**config.mk**
```make
export PLATFORM = sky130hd
export DESIGN_NAME = cnn_layer_sequencer
export DESIGN_NICKNAME = d
export VERILOG_FILES = /design/src/rtl/cnn_layer_sequencer.sv
export SDC_FILE = /design/constraint.sdc
export NUM_CORES = 1
export LEC_CHECK = 0
export ABC_CLOCK_PERIOD_IN_PS = 8800
export BUFFER_PORTS_ARGS = -buffer_cell sky130_fd_sc_hd__buf_4
export CAP_MARGIN = 10
export CORE_MARGIN = 8
export CORE_UTILIZATION = 40
export CTS_CLUSTER_DIAMETER = 60
export DETAILED_ROUTE_END_ITERATION = 8
export GPL_TIMING_DRIVEN = 0
export PLACE_DENSITY_LB_ADDON = 0.2
export SYNTH_ARGS = -nofsm -noshare
export SYNTH_HDL_FRONTEND = slang
export SYNTH_SLANG_ARGS = --single-unit
```
**constraint.sdc**
```tcl
create_clock -name clk -period 8.8 [get_ports clk]
set_input_delay 0.88 -clock clk [delete_from_list [all_inputs] [get_ports clk]]
set_output_delay 0.88 -clock clk [all_outputs]
set_load 0.01 [all_outputs]
```
**src/rtl/cnn_layer_sequencer.sv**
```systemverilog
// cnn_layer_sequencer: runs a fixed chain of CNN layer engines one after
// another. Each stage gets a one-cycle start pulse, is timed while the
// sequencer waits for its done, and is guarded by a timeout watchdog. The
// last stage's result is captured on its completion. A running sequence
// can be cancelled with abort.
module cnn_layer_sequencer #(
  parameter int NUM_STAGES = 4,
  parameter int CNT_W      = 24,
  parameter int TIMEOUT    = 1000000,
  parameter int RESULT_W   = 32,
  parameter int IDX_W      = (NUM_STAGES > 1) ? $clog2(NUM_STAGES) : 1
) (
  input  logic                  clk,
  input  logic                  rst,
  input  logic                  start,
  input  logic                  abort,
  output logic [NUM_STAGES-1:0] stage_start,
  input  logic [NUM_STAGES-1:0] stage_done,
  input  logic [RESULT_W-1:0]   result_in,
  output logic                  busy,
  output logic [IDX_W-1:0]      cur_stage,
  output logic [CNT_W-1:0]      stage_cycles,
  output logic                  stage_cycles_valid,
  output logic [RESULT_W-1:0]   result,
  output logic                  done,
  output logic                  error,
  output logic [IDX_W-1:0]      err_stage
);

  localparam logic [2:0] S_IDLE   = 3'd0;
  localparam logic [2:0] S_LAUNCH = 3'd1;
  localparam logic [2:0] S_WAIT   = 3'd2;
  localparam logic [2:0] S_FINISH = 3'd3;
  localparam logic [2:0] S_FAULT  = 3'd4;

  localparam logic [CNT_W-1:0] TIMEOUT_C = CNT_W'(TIMEOUT);
  localparam logic [IDX_W-1:0] LAST_IDX  = IDX_W'(NUM_STAGES - 1);

  logic [2:0]          r_state;
  logic [IDX_W-1:0]    r_cur_stage;
  logic [CNT_W-1:0]    r_cnt;
  logic [CNT_W-1:0]    r_stage_cycles;
  logic                r_stage_cycles_valid;
  logic [RESULT_W-1:0] r_result;
  logic                r_error;
  logic [IDX_W-1:0]    r_err_stage;

  logic [CNT_W-1:0]    w_cnt_next;
  logic                w_done_sel;
  logic                w_timeout;
  logic [NUM_STAGES-1:0] w_stage_start;

  // WAIT-cycle count including the current cycle; only the active stage's done matters.
  assign w_cnt_next = r_cnt + CNT_W'(1);
  assign w_done_sel = stage_done[r_cur_stage];
  assign w_timeout  = (w_cnt_next >= TIMEOUT_C);

  // Sequencer FSM, per-stage cycle counter and captured status/result.
  always_ff @(posedge clk) begin
    // NOTE: state registers use non-blocking assignments so every register
    // samples the values from before this edge, independent of statement order.
    r_stage_cycles_valid <= 1'b0;
    if (rst) begin
      r_state              <= S_IDLE;
      r_cur_stage          <= '0;
      r_cnt                <= '0;
      r_stage_cycles       <= '0;
      r_stage_cycles_valid <= 1'b0;
      r_result             <= '0;
      r_error              <= 1'b0;
      r_err_stage          <= '0;
    end else begin
      case (r_state)
        S_IDLE: begin
          r_cnt <= '0;
          // abort together with start keeps the sequencer idle
          if (start && !abort) begin
            r_state     <= S_LAUNCH;
            r_cur_stage <= '0;
            r_error     <= 1'b0;
            r_err_stage <= '0;
          end
        end
        S_LAUNCH: begin
          r_cnt <= '0;
          if (abort) r_state <= S_IDLE;
          else       r_state <= S_WAIT;
        end
        S_WAIT: begin
          if (abort) begin
            r_state <= S_IDLE;
          end else begin
            r_cnt <= w_cnt_next;
            // done beats the watchdog when both land in the same cycle
            if (w_done_sel) begin
              r_stage_cycles       <= w_cnt_next;
              r_stage_cycles_valid <= 1'b1;
              if (r_cur_stage == LAST_IDX) begin
                r_result <= result_in;
                r_state  <= S_FINISH;
              end else begin
                r_cur_stage <= r_cur_stage + IDX_W'(1);
                r_state     <= S_LAUNCH;
              end
            end else if (w_timeout) begin
              r_error     <= 1'b1;
              r_err_stage <= r_cur_stage;
              r_state     <= S_FAULT;
            end
          end
        end
        S_FINISH: r_state <= S_IDLE;
        S_FAULT:  r_state <= S_IDLE;
        default:  r_state <= S_IDLE;
      endcase
    end
  end

  // One-hot start pulse to the stage being launched.
  always_comb begin
    // NOTE: default first so no path leaves the vector unassigned (no latch).
    w_stage_start = '0;
    if (r_state == S_LAUNCH && !rst) w_stage_start[r_cur_stage] = 1'b1;
  end

  assign stage_start        = w_stage_start;
  assign busy               = (r_state != S_IDLE);
  assign cur_stage          = r_cur_stage;
  assign stage_cycles       = r_stage_cycles;
  assign stage_cycles_valid = r_stage_cycles_valid && !rst;
  assign result             = r_result;
  assign done               = (r_state == S_FINISH) && !abort && !rst;
  assign error              = r_error;
  assign err_stage          = r_err_stage;

endmodule

```
==> reports/metrics.yaml <==
drcViolationCount: 0
dpl-instance-area_mm2: 0.00517
critPathMaxFanout: 8
fin_nets: 696
yosys.area.top_type: "dfxtp_1"
grt_overflow: 0
drt_iter0_drc: 249
coreArea_mm2: 0.0103
maxCapViolations: 0
grtUsageTotal: 0.171
initial_core_util: 0.409
die_h_um: 119
synth_area_leaders: "dfxtp_1 (42%), nand2_1 (9.9%), a21oi_1 (6.8%)"
fp.dieW_um: 119
vias_per_cell: 5.15
post-dp-hpwl_um: 9150
vias: 4079
setup_viol_count_final: 0
antenna_found_initial: 0
power_per_cell_area_mw_per_mm2: 133
fin_setup_tns_ps: 0
slew_violations: 0
finClkSkew_ps: 12.0
routedWlPerCell_um: 15.5
worstMarginPinSlew_ps: 923
worstReg2RegStart: "r_cnt[0]$_SDFFE_PP0P_"
n_antenna_cell: 0
synth_cell_types: 54
rows: 37
required_ps: 9070
worstSkewPairLatency_ps: 370
worst_ir_drop_vdd_uv: 64.6
rsz0062_at_grt: "false"
avgSynthCellArea_um2: 7.88
synth_seq_cells: 89
firstDrtPassIters: 4
yosysTopAreaCellShare: 0.424
crit_start: "r_cnt[0]$_SDFFE_PP0P_"
htreeDepth: 3
gp_congestion: 0.874
syn_inst: 534
worst_ep_arrival_time_ps: 3760
syn_area_mm2: 0.00421
hp-start: "stage_cycles[15]$_SDFFE_PP0P_"
period_share: 0.396
post-cts-setup-buffers: 0
portBuffers: 106
crit_type: "reg -> reg"
power_leakage_nw: 2.05
cts-root-buf: "clkbuf_8"
final_cell_mix: "nand2_1 (111), buf_4 (107), dfxtp_1 (89)"
grt_max_degree: 19
grt_pass1_wl_um: 20100
hold_buffers: 0
fmax_mhz: 287
syn_nets: 579
cts_sinks: 89
min_delay_path_depth: 2
min_period_ps: 3490
final_area_mm2: 0.00536
cts_resized: 0
min_path_type: "reg -> reg"
outcome: "complete, no violations"
synth_edf_count: 0
async_flop_share: 0
cp-start-kind: "flop"
worst_setup_path_end_kind: "flop"
clkTransAtPathRegs_ps: 100
yosysWarnings: 0
drtAntennaViolNets: 0
wl_um: 12300
tritoncts: "built"
grt_pass1_vias: 3920
r2r_cells: 9
cts_buffers: 9
layout_commonest_cell: "nand2_1"
synth_flop_cell: "dfxtp_1"
finalHoldViolations: 0
cts_buffer_depth: 2
slew_headroom: 0.379
io-pin-count: 108
dieArea_mm2: 0.0141
seq_area_frac_synth: 0.424
syn2layout_area_growth_pct: 27.5
drive_above_1_share: 0.229
==> flip-flops by register name (all words and copies together) (netlist names) <==
name and count:
cur_stage 2, error 1, result 32, r_state 3, r_stage_cycles_valid 1, stage_cycles 24
err_stage 2, r_cnt 24
==> area by class of cell <==
class | instances | area [um2]
clock inverter | 7 | 67.6
sequential | 89 | 1780
clock buffer | 9 | 124
tap | 136 | 170
fill | 1004 | 4910
buffer | 44 | 204
multi-input combinational | 397 | 2200
inverter | 4 | 15.0
timing repair buffer | 106 | 796
==> critical path: stages (launching register included) <==
cell and delay [ps]:
dfxtp_1 490, ha_1 360, nand3_2 230, nor4_1 750, and3b_1 250, a21oi_1 40, a2111oi_0 610, o31ai_2 210
and4b_4 240, a32o_2 210
==> report_power, final <==
group,internal (mW),switching (mW),total (mW)
Sequential,0.404,0.000881,0.404
Combinational,0.0168,0.0186,0.0355
Clock,0.111,0.164,0.275
==> per-layer routing <==
layer / track usage / wire [um]
met5: 0 / 0
met1: 0.222 / 5720
met4: 0.0372 / 83
met2: 0.282 / 5770
met3: 0.0433 / 697
==> per-stage QoR <==
stage | power (mW) | setup slack, ps | hold WS [ps] | utilization | std cells
4_1_cts | 0.723 | 5380 | 463 | 0.522 | 792
6_report | 0.715 | 5310 | 462 | 0.522 | 792
5_1_grt | 0.745 | 5130 | 479 | 0.522 | 792
3_3_place_gp | 0.449 | 5390 | 444 | 0.503 | 776
2_1_floorplan | 0.428 | 6050 | 476 | - | 534
3_5_place_dp | 0.449 | 5380 | 447 | 0.503 | 776
==> final timing paths <==
path | to | slack (ps)
min reg2reg | stage_cycles[15]$_SDFFE_PP0P_ | 460
max reg2reg | err_stage[0]$_SDFFE_PP0P_ | 5310
min | stage_cycles[15]$_SDFFE_PP0P_ | 460
max | err_stage[0]$_SDFFE_PP0P_ | 5310
==> cell usage after synthesis (4+ instances only) <==
cell,count
o21ai_0,17
nor4_1,11
nor2_1,67
ha_1,5
and2_1,8
nor3_1,15
a211oi_1,20
nand2_1,111
nand4_1,9
xor2_1,8
a22oi_1,4
inv_1,4
buf_6,4
clkbuf_1,35
nand3_1,4
buf_2,4
dfxtp_1,89
a21oi_1,57
xnor2_1,16
==> cell families after synthesis <==
logic type,after synthesis,synth area share
AO/OA/AOI/OAI,113,0.163
XOR/XNOR,24,0.0500
multiplexers,5,0.0152
flip-flops,89,0.424
adder cells (fa/ha/maj),5,0.0149
AND/OR/NAND/NOR,250,0.281
buffers and inverters,48,0.0521
No activity file was read; power rests on OpenSTA's default activity.
